--- src/rtl/cbm2_cycle_sched.sv ---
// Purpose : CBM-II bus slot scheduler. Walks a 16-slot (Professional) or 18-slot (Business) frame
//           and derives the EXT/CPU/COP/VID slot classes, CPU/IO/video strobes and refresh pacing.
// Latency : slot state is registered; class flags and strobes are combinational from that state.
// Backpressure: none; pause only acts at refresh sample points, one every 8 frames.
//
// Ports:
//   clk_sys, reset       clock; synchronous active-high reset
//   model                0 = Professional (slots 0..15), 1 = Business (slots 0..17)
//   turbo, io_slow       2MHz CPU request on Professional; io_slow blocks it for 1MHz devices
//   copro_en, pause      coprocessor present; freeze request
//   cycle, phase         effective slot index (0 while frozen); frame parity
//   sys_enable, refresh  run state; one-clk refresh pulse
//   io_cycle, cpu_cycle, vid_cycle                     slot-class flags
//   en_cpu, en_io_n, en_io_p, en_vic, en_crtc, en_pixel single-clk strobes
//
// Build option: define CBM2_SCHED_TURBO_EN to honour turbo on Professional. Without it the
// CPU runs at full rate only on Business, and turbo/io_slow have no effect.

module cbm2_cycle_sched (
  input  logic       clk_sys,
  input  logic       reset,
  input  logic       model,
  input  logic       turbo,
  input  logic       copro_en,
  input  logic       io_slow,
  input  logic       pause,
  output logic [4:0] cycle,
  output logic       phase,
  output logic       sys_enable,
  output logic       refresh,
  output logic       io_cycle,
  output logic       cpu_cycle,
  output logic       vid_cycle,
  output logic       en_cpu,
  output logic       en_io_n,
  output logic       en_io_p,
  output logic       en_vic,
  output logic       en_crtc,
  output logic       en_pixel
);

  logic [4:0] counter_q, counter_d;
  logic       phase_q, phase_d;
  logic [2:0] rfsh_q, rfsh_d;
  logic       sys_enable_q, sys_enable_d;
  logic       refresh_q, refresh_d;
  logic [1:0] pix_q, pix_d;

  logic [4:0] end_slot;
  logic       frame_wrap;
  logic       fast;
  logic       cpu_go;
  logic       slot_ext, slot_cpu, slot_cop, slot_vid;

  assign end_slot = model ? 5'd17 : 5'd15;
  // ">=" also catches a switch to Professional while sitting in slot 16/17:
  // that ends the frame immediately, with the usual frame-end bookkeeping.
  assign frame_wrap = (counter_q >= end_slot);

`ifdef CBM2_SCHED_TURBO_EN
  assign fast = model | (turbo & ~io_slow);
`else
  // turbo/io_slow stay on the port list for board compatibility but drive nothing.
  logic unused_turbo_inputs;
  assign unused_turbo_inputs = turbo ^ io_slow;
  assign fast = model;
`endif

  always_comb begin
    counter_d    = counter_q;
    phase_d      = phase_q;
    rfsh_d       = rfsh_q;
    sys_enable_d = sys_enable_q;
    refresh_d    = 1'b0;
    pix_d        = pix_q;
    if (reset) begin
      counter_d    = 5'd0;
      phase_d      = 1'b0;
      rfsh_d       = 3'd0;
      sys_enable_d = 1'b1;
      pix_d        = 2'd0;
    end else begin
      counter_d = frame_wrap ? 5'd0 : counter_q + 5'd1;
      if (frame_wrap) begin
        phase_d = ~phase_q;
        rfsh_d  = rfsh_q + 3'd1;
        // Refresh frame: the only point where pause is looked at, so freeze and
        // resume both land on 8-frame boundaries.
        if (rfsh_q == 3'd0) begin
          sys_enable_d = ~pause;
          refresh_d    = 1'b1;
        end
      end
      // Pixel divider is realigned to the frame start and held while frozen.
      if (!sys_enable_q || (cycle == end_slot)) begin
        pix_d = 2'd0;
      end else begin
        pix_d = pix_q + 2'd1;
      end
    end
  end

  always_ff @(posedge clk_sys) begin
    counter_q    <= counter_d;
    phase_q      <= phase_d;
    rfsh_q       <= rfsh_d;
    sys_enable_q <= sys_enable_d;
    refresh_q    <= refresh_d;
    pix_q        <= pix_d;
  end

  // While frozen the bus sits in slot 0, which keeps every CPU/video strobe quiet.
  assign cycle      = sys_enable_q ? counter_q : 5'd0;
  assign phase      = phase_q;
  assign sys_enable = sys_enable_q;
  assign refresh    = refresh_q;

  assign slot_ext = (cycle <= 5'd3);
  assign slot_cpu = (cycle >= 5'd4) && (cycle <= 5'd7);
  assign slot_cop = (cycle >= 5'd8) && (cycle <= 5'd11);
  assign slot_vid = (cycle >= 5'd12);

  // Slow CPU gets its slots only on odd frames; fast CPU gets them every frame.
  assign cpu_go = phase_q | fast;

  // The coprocessor borrows the EXT slots on even frames, so IO is pushed to odd frames.
  assign cpu_cycle = (slot_cpu & cpu_go) | (slot_cop & copro_en) | (slot_ext & copro_en & ~phase_q);
  assign io_cycle  = slot_ext & (rfsh_q != 3'd1) & (phase_q | ~copro_en);
  assign vid_cycle = slot_vid;

  assign en_io_n  = ~reset & (cycle == 5'd6) & cpu_go;
  assign en_cpu   = ~reset & (cycle == 5'd7) & cpu_go;
  assign en_io_p  = ~reset & (cycle == 5'd8) & cpu_go;
  assign en_vic   = ~reset & (cycle == 5'd15) & ~model;
  assign en_crtc  = ~reset & (cycle == 5'd11) & model;
  assign en_pixel = ~reset & (pix_q == 2'd3);

endmodule

--- config.mk ---
export PLATFORM = sky130hd
export DESIGN_NAME = cbm2_cycle_sched
export DESIGN_NICKNAME = d
export VERILOG_FILES = /design/src/rtl/cbm2_cycle_sched.sv
export SDC_FILE = /design/constraint.sdc
export NUM_CORES = 1
export LEC_CHECK = 0
export CAP_MARGIN = 25
export CORE_UTILIZATION = 45
export DETAILED_ROUTE_END_ITERATION = 6
export GPL_TIMING_DRIVEN = 1
export PLACE_DENSITY = 0.77
export SLEW_MARGIN = 20
export SYNTH_ARGS = -nofsm -noshare
export SYNTH_HDL_FRONTEND = slang
export SYNTH_SLANG_ARGS = --single-unit
--- constraint.sdc ---
create_clock -name clk_sys -period 2 [get_ports clk_sys]
set_input_delay 0.4 -clock clk_sys [delete_from_list [all_inputs] [get_ports clk_sys]]
set_output_delay 0.4 -clock clk_sys [all_outputs]
set_load 0.05 [all_outputs]
Word-level counts from Yosys, hierarchy flattened
Cells that the tools add are included.

cells by class
  add/sub/neg operators = 3
  order comparisons = 7
  equality and inequality tests = 8
  multiplexer cells = 3
  bitwise logic cells = 27
  reduce and logical (&&, ||, !) cells = 9

operators by type and width
  cell                   number
  $and A1 B1 Y1          17
  $eq A5 B4 Y1 const B   3
  $eq A5 B3 Y1 const B   2
  $ge A5 B4 Y1 const B   2
  $mux W5                2
  $not A1 Y1             6
  $reduce_or A2 Y1       3
  $add A5 B1 Y5 const B  1
  $eq A5 B5 Y1           1
  $ge A5 B3 Y1 const B   1
  $ge A5 B5 Y1           1
  $le A5 B2 Y1 const B   1
  $le A5 B3 Y1 const B   1
  $le A5 B4 Y1 const B   1
  $or A1 B1 Y1           4
  $add A3 B1 Y3 const B  1
  $logic_not A3 Y1       1
  $ne A3 B1 Y1 const B   1
  $add A2 B1 Y2 const B  1
  $eq A2 B2 Y1 const B   1
  $logic_and A1 B1 Y1    2
  $reduce_and A2 Y1      1
  $logic_not A1 Y1       1
  $logic_or A1 B1 Y1     1
  $mux W1                1

word-level totals
  register bits = 13

Longest topological paths before layout
Gate-level depths: netlist of the first run.

  depth after elaboration = 6
  gate-level depth with buffers = 7
  mapped depth without buffers = 6

Worst setup path after synthesis of the first run
OpenSTA, ideal clock, no wires.

  path kind = flip-flop to output port
  start point = reg sys_enable_q, in the netlist sys_enable
  end point = out en_vic
  data arrival time = 2875 ps
  data required time = 1600 ps
  slack = -1275 ps
  stages on the path, launching flop included = 5
  path buffers = 0
  path through = dfxtp_1 > nand2_1 > inv_1 > nand2_1 > nor4_1

on the way
  longest elaborated chain between the ends = 4

RTL lines
  item                         RTL line  source
  start: declaration           45        logic sys_enable_q, sys_enable_d;
  start signal: assignment     107       sys_enable_q <= sys_enable_d;
  $mux W5                      113       assign cycle = sys_enable_q ? counter_q : 5'd0;
  via cycle[3]                 27        output logic [4:0] cycle,
  $eq A5 B4 Y1                 134       assign en_vic = ~reset & (cycle == 5'd15) & ~model;
  $and A1 B1 Y1 (2 in series)  134
  end: declaration             37        output logic en_vic,

The timed path passes the listed nets, and every way through them passes these cells.

Final worst setup path of the first run
  start point = reg counter_q[2]
  end point = out en_io_n

on the way
  longest elaborated chain between the ends = 4

RTL lines
  item                         RTL line  source
  start: declaration           42        logic [4:0] counter_q, counter_d;
  start signal: assignment     104       counter_q <= counter_d;
  $mux W5                      113
  $eq A5 B3 Y1                 131       assign en_io_n = ~reset & (cycle == 5'd6) & cpu_go;
  $and A1 B1 Y1 (2 in series)  131
  end: declaration             35        output logic en_io_n,

Every way passes these cells.

==> impl_metrics.ini, run 1 <==
[layout]
fill_cells = 73
drive_gt1_share_pct = 42.86
syn_to_final_growth_pct = 74.85
layout_commonest_cell = buf_4
fin_cells = 164
diodes = 0
final_util_pct = 88.93
final_cell_mix = 22 x buf_4, 11 x inv_1, 11 x buf_12, 9 x nor2_1, 9 x ha_1
final_area_um2 = 1418
nNetsFinal = 157

[sta]
setup_viol = 2
worst_clock_skew_ns = 0.005794
finalHoldViolCount = 0
relSlewSlack_pct = 66.54
post-route-period-util_pct = 102.3
clock.fmax_mhz = 489.0
setup_slack_ns = -0.04502
rsz0062_at_grt = true
fin_tns_setup_ns = -0.05358
holdWs_ns = 0.4638
tightestPinTransition_ns = 0.5010
drv_slew = 0
fin_crit_ns = 2.045

[cts]
cts_made_buffers = 3
cts.path.max_buffers = 2
cts-htree-levels = 1
path_clk_slew_ns = 0.08
cts-root-buf = clkbuf_4
cts_sinks = 13
clk_latency_ns = 0.27
cts_tree = built

[synth]
synthArstFlopShare_pct = 0
postSynthCellCount = 100
syn_area_um2 = 810.8
avgSynthCellArea_um2 = 8.108
synth_compound_area_share_pct = 10.80
synth_xor_area_share_pct = 5.401
synth_edf_count = 0
syn_nets = 116
yosys_warnings = 0
synth_area_leaders = dfxtp_1 32%, ha_1 14%, nor2_1 5.6%
synth_mux_area_share_pct = 2.469
synthSimpleGateAreaFrac_pct = 26.70
ys_types = 30
ys_seq_area_share_pct = 32.10
synth_top_family_by_area = simple AND/OR/NAND/NOR gates
synth_top_area_share_pct = 32.10
synthFlopType = dfxtp_1
synthAdderAreaFrac_pct = 13.89
synth_area_leader_cell = dfxtp_1
ys_seq_elements = 13

[power_and_ir_drop]
ir_drop_uv = 463.0
p_per_area_nw_per_um2 = 499.9
cellLeakagePower_nw = 0.6456

[global_routing]
track_usage_pct = 23.08
grt_pass1_wl_mm = 3.429
first_global_vias = 833
grt_max_degree = 16
grt-ovfl-total = 0
antenna_found_initial = 0

[detailed_routing]
vias_per_cell = 5.311
dr.pass1.iters = 4
drtIter0Drc = 25
detail-route-antenna-nets = 0
wire_per_inst_um = 14.57
drt-total-wl_mm = 2.390
drcViolationCount = 0
vias = 871

[setup_path]
r2r_slack_ns = 0.29
start_kind = flop
crit_type = reg -> out
r2r_start = counter_q[2]
cp.arrival_ns = 1.65
reg2reg_depth = 8
required_ns = 1.60
path_max_fanout = 2
end_kind = output pin
reg2reg_to = sys_enable

[die]
initial_core_util_pct = 50.86
die_y_um = 44.45
fp-row-count = 14
dieArea_um2 = 1975
die_x_um = 44.45
ios = 24
placeableCoreArea_um2 = 1594

[placed_design]
place.gp.congestion = 0.8249
io_buffers = 21
dp_cells = 151
placed_cell_area_um2 = 1272
dp_hpwl_mm = 1.473

[outcome]
violations = negative setup slack
status = complete, but fails checks

[worst_hold_path]
hold_start = pix_q[0]
hold_class = reg -> reg
holdPathEnd = pix_q[0]
min_path_cells = 1

[job]
maxCapViolations = 0
-- final cells by class --
| cell class | instances | area [um^2] | area share (%) |
|---|---|---|---|
| Multi-Input combinational cell | 71 | 573.1 | 40.42 |
| Timing Repair Buffer | 41 | 469.2 | 33.10 |
| Sequential cell | 13 | 277.8 | 19.59 |
| Inverter | 11 | 41.29 | 2.913 |
| Tap cell | 24 | 30.03 | 2.118 |
| Clock buffer | 4 | 26.28 | 1.853 |
-- power breakdown --
part	internal [mW]	leakage [nW]	switching, mW
Combinational	0.116	0.521	0.143
Sequential	0.271	0.109	0.0184
Clock	0.0773	0.0150	0.0836
Total	0.463	0.646	0.245
-- timing repair --
| item | CTS | global route |
|---|---|---|
| endpoints found under the setup margin | 6 | 8 |
| hold buffers | 0 | 0 |
| gates resized for setup | 6 | 14 |
| buffers inserted | 3 | 6 |
| pin swaps | 5 | 4 |
-- logic make-up after synthesis --
family | Yosys count
and+or+nand+nor | 43
xor gates and xnor gates | 5
adders and majority gates | 9
AOI/OAI and AO/OA | 12
buffers and inverters | 16
DFF | 13
muxes | 2
-- sequential cells by signal (all words and copies together), names as in the netlist --
register    cells
counter_q       5
phase           1
pix_q           2
refresh         1
rfsh_q          3
sys_enable      1
-- worst max-delay path: stages, from the launching register on --
cell	delay, ns
dfxtp_2	0.36
nand2_2	0.07
or3_4	0.34
or2_4	0.28
nor3_4	0.15
buf_12	0.16
-- through the flow --
step / worst slack, ns / total power [mW]
after floorplan: -0.4058 / 0.4329
after global placement: -0.2800 / 0.5237
after detailed placement: -0.3071 / 0.5311
after CTS: -0.06041 / 0.6932
after global routing: -0.08983 / 0.7417
final: -0.04502 / 0.7087
-- worst max-delay path by stage --
stage               slack [ns]    startpoint  cells after the start  endpoint
finish                   -0.05  counter_q[2]                      5   en_io_n
global route             -0.09  counter_q[2]                      5   en_io_n
CTS                      -0.06         reset                      6   en_io_n
detailed placement       -0.31         model                      6   en_io_n
global placement         -0.28         model                      6   en_io_n
floorplan                -0.41  counter_q[4]                      3  io_cycle
-- metal layers --
metal,routed length [um],vias to the layer above,track usage [%],share of wire [%]
met3,96,4,1.224,4.0
met1,920,412,25.88,38
met2,1336,33,45.59,56
met5,0,-,0,0
met4,36,0,7.273,1.5
li1,-,422,-,-
-- Yosys cell counts (all sizes together), types with 3 or more instances --
cell type / number
nor4: 3
inv: 11
dfxtp: 13
nor3: 5
buf: 4
ha: 9
nand2: 8
xnor2: 3
o21ai: 3
nor2: 12
nand3: 4
Note: power is estimated with default switching activity, not from simulation.
==> run 2, diff against run 1 <==
CORE_MARGIN = 3   (was default)
SKIP_CTS_REPAIR_TIMING = 1   (was default)
==> impl_metrics.ini, run 2 (synthesis gave the netlist of run 1 again) <==
[global_routing]
grt_pass1_wl_mm = 3.698
antenna_found_initial = 0
grt_max_degree = 16
first_global_vias = 864
track_usage_pct = 20.27
grt-ovfl-total = 0

[sta]
worst_clock_skew_ns = 0.004327
rsz0062_at_grt = true
finalHoldViolCount = 0
setup_slack_ns = -0.06898
setup_viol = 4
holdWs_ns = 0.4594
post-route-period-util_pct = 103.4
relSlewSlack_pct = 64.28
fin_crit_ns = 2.069
clock.fmax_mhz = 483.3
drv_slew = 0
tightestPinTransition_ns = 0.5342
fin_tns_setup_ns = -0.1290

[layout]
top_register = counter_q
syn_to_final_growth_pct = 70.83
fin_cells = 159
final_util_pct = 86.89
final_cell_mix = 16 x buf_4, 11 x buf_12, 10 x inv_1, 9 x nor2_1, 9 x ha_1
largest_register_ffs = 5
nNetsFinal = 152
largestRegisters = counter_q x5, rfsh_q x3, pix_q x2
multi_input_area_um2 = 569.3
layout_commonest_cell = buf_4
fill_cells = 79
drive_gt1_share_pct = 41.48
regArea_um2 = 277.8
final_area_um2 = 1385
diodes = 0

[power_and_ir_drop]
ir_drop_uv = 514.7
cellLeakagePower_nw = 0.6226
p_per_area_nw_per_um2 = 514.5
total_power_mw = 0.7126

[detailed_routing]
detail-route-antenna-nets = 0
drcViolationCount = 0
drt-total-wl_mm = 2.349
vias = 835
dr.pass1.iters = 4
drtIter0Drc = 9
wire_per_inst_um = 14.77
vias_per_cell = 5.252

[cts]
clk_latency_ns = 0.29
cts.path.max_buffers = 2
cts_sinks = 13
cts_made_buffers = 3
cts-htree-levels = 1
cts-root-buf = clkbuf_4
cts_tree = built
path_clk_slew_ns = 0.08

[setup_path]
required_ns = 1.60
critPathMaxStageDelay_ns = 0.37
reg2reg_depth = 8
reg2reg_to = counter_q[3]
r2r_slack_ns = 0.29
end_kind = output pin
start_kind = flop
crit_type = reg -> out
cp.arrival_ns = 1.67
path_max_fanout = 4
r2r_start = counter_q[2]
path_cells = nor2_2 -> or3_4 -> or2_4 -> nor3_4 -> buf_12
cp_slowest_cell = dfxtp_4
critPathTopFamily = simple AND/OR/NAND/NOR gates
critPathBufInv = 1

[die]
fp-row-count = 14
die_y_um = 48.45
initial_core_util_pct = 50.86
ios = 24
die_x_um = 48.45
dieArea_um2 = 2347
placeableCoreArea_um2 = 1594

[job]
maxCapViolations = 0

[placed_design]
place.gp.congestion = 0.8801
io_buffers = 21
placed_cell_area_um2 = 1272
place_ws_ns = -0.3016
dp_hpwl_mm = 1.686
dp_cells = 151

[worst_hold_path]
min_path_cells = 1
holdPathEnd = pix_q[0]
hold_start = pix_q[0]
hold_class = reg -> reg

[outcome]
violations = negative setup slack
status = complete, but fails checks
-- run 2: changes by cell type in the layout (fill, tap and decap cells not counted), sizes merged --
cell,delta
buf,-5
clkbuf,-1
clkdlybuf4s50,+1
-- run 2: cell type report --
class	instances	area share, %
inverters	11	2.981
multi-input cells	71	41.10
well taps	24	2.168
clock buffers	4	1.897
repair buffers	36	31.80
flip-flops and latches	13	20.05
-- run 2: worst reg2reg max path: cells and delay by family (launching register included) --
family / cells / cell delay [ns]
buf+inv: 4 / 0.60
flops: 1 / 0.34
fa+ha+maj: 1 / 0.27
compound gates: 2 / 0.25
simple gates: 1 / 0.17
-- run 2: metal layers --
| metal | routed length, um | track usage, % | up-vias |
|---|---|---|---|
| met5 | 0 | 0 | - |
| met4 | 64 | 13.27 | 0 |
| met3 | 102 | 4.908 | 5 |
| met2 | 1228 | 37.61 | 27 |
| met1 | 954 | 19.85 | 391 |
| li1 | - | - | 412 |
-- run 2: how the worst max path moves through the flow --
stage / from / end / slack [ns] / cells after the start
6_report: phase / en_io_n / -0.07 / 5
5_1_grt: phase / en_io_n / -0.12 / 5
4_1_cts: model / en_io_n / -0.31 / 6
3_5_place_dp: model / en_io_n / -0.30 / 6
3_3_place_gp: model / en_io_n / -0.28 / 6
2_1_floorplan: counter_q[4] / io_cycle / -0.41 / 3
-- run 2: power by group --
part,total (mW),internal [mW],switching [mW]
combinational,0.254,0.113,0.142
clock,0.169,0.0776,0.0917
sequential,0.289,0.270,0.0184
total,0.713,0.461,0.252
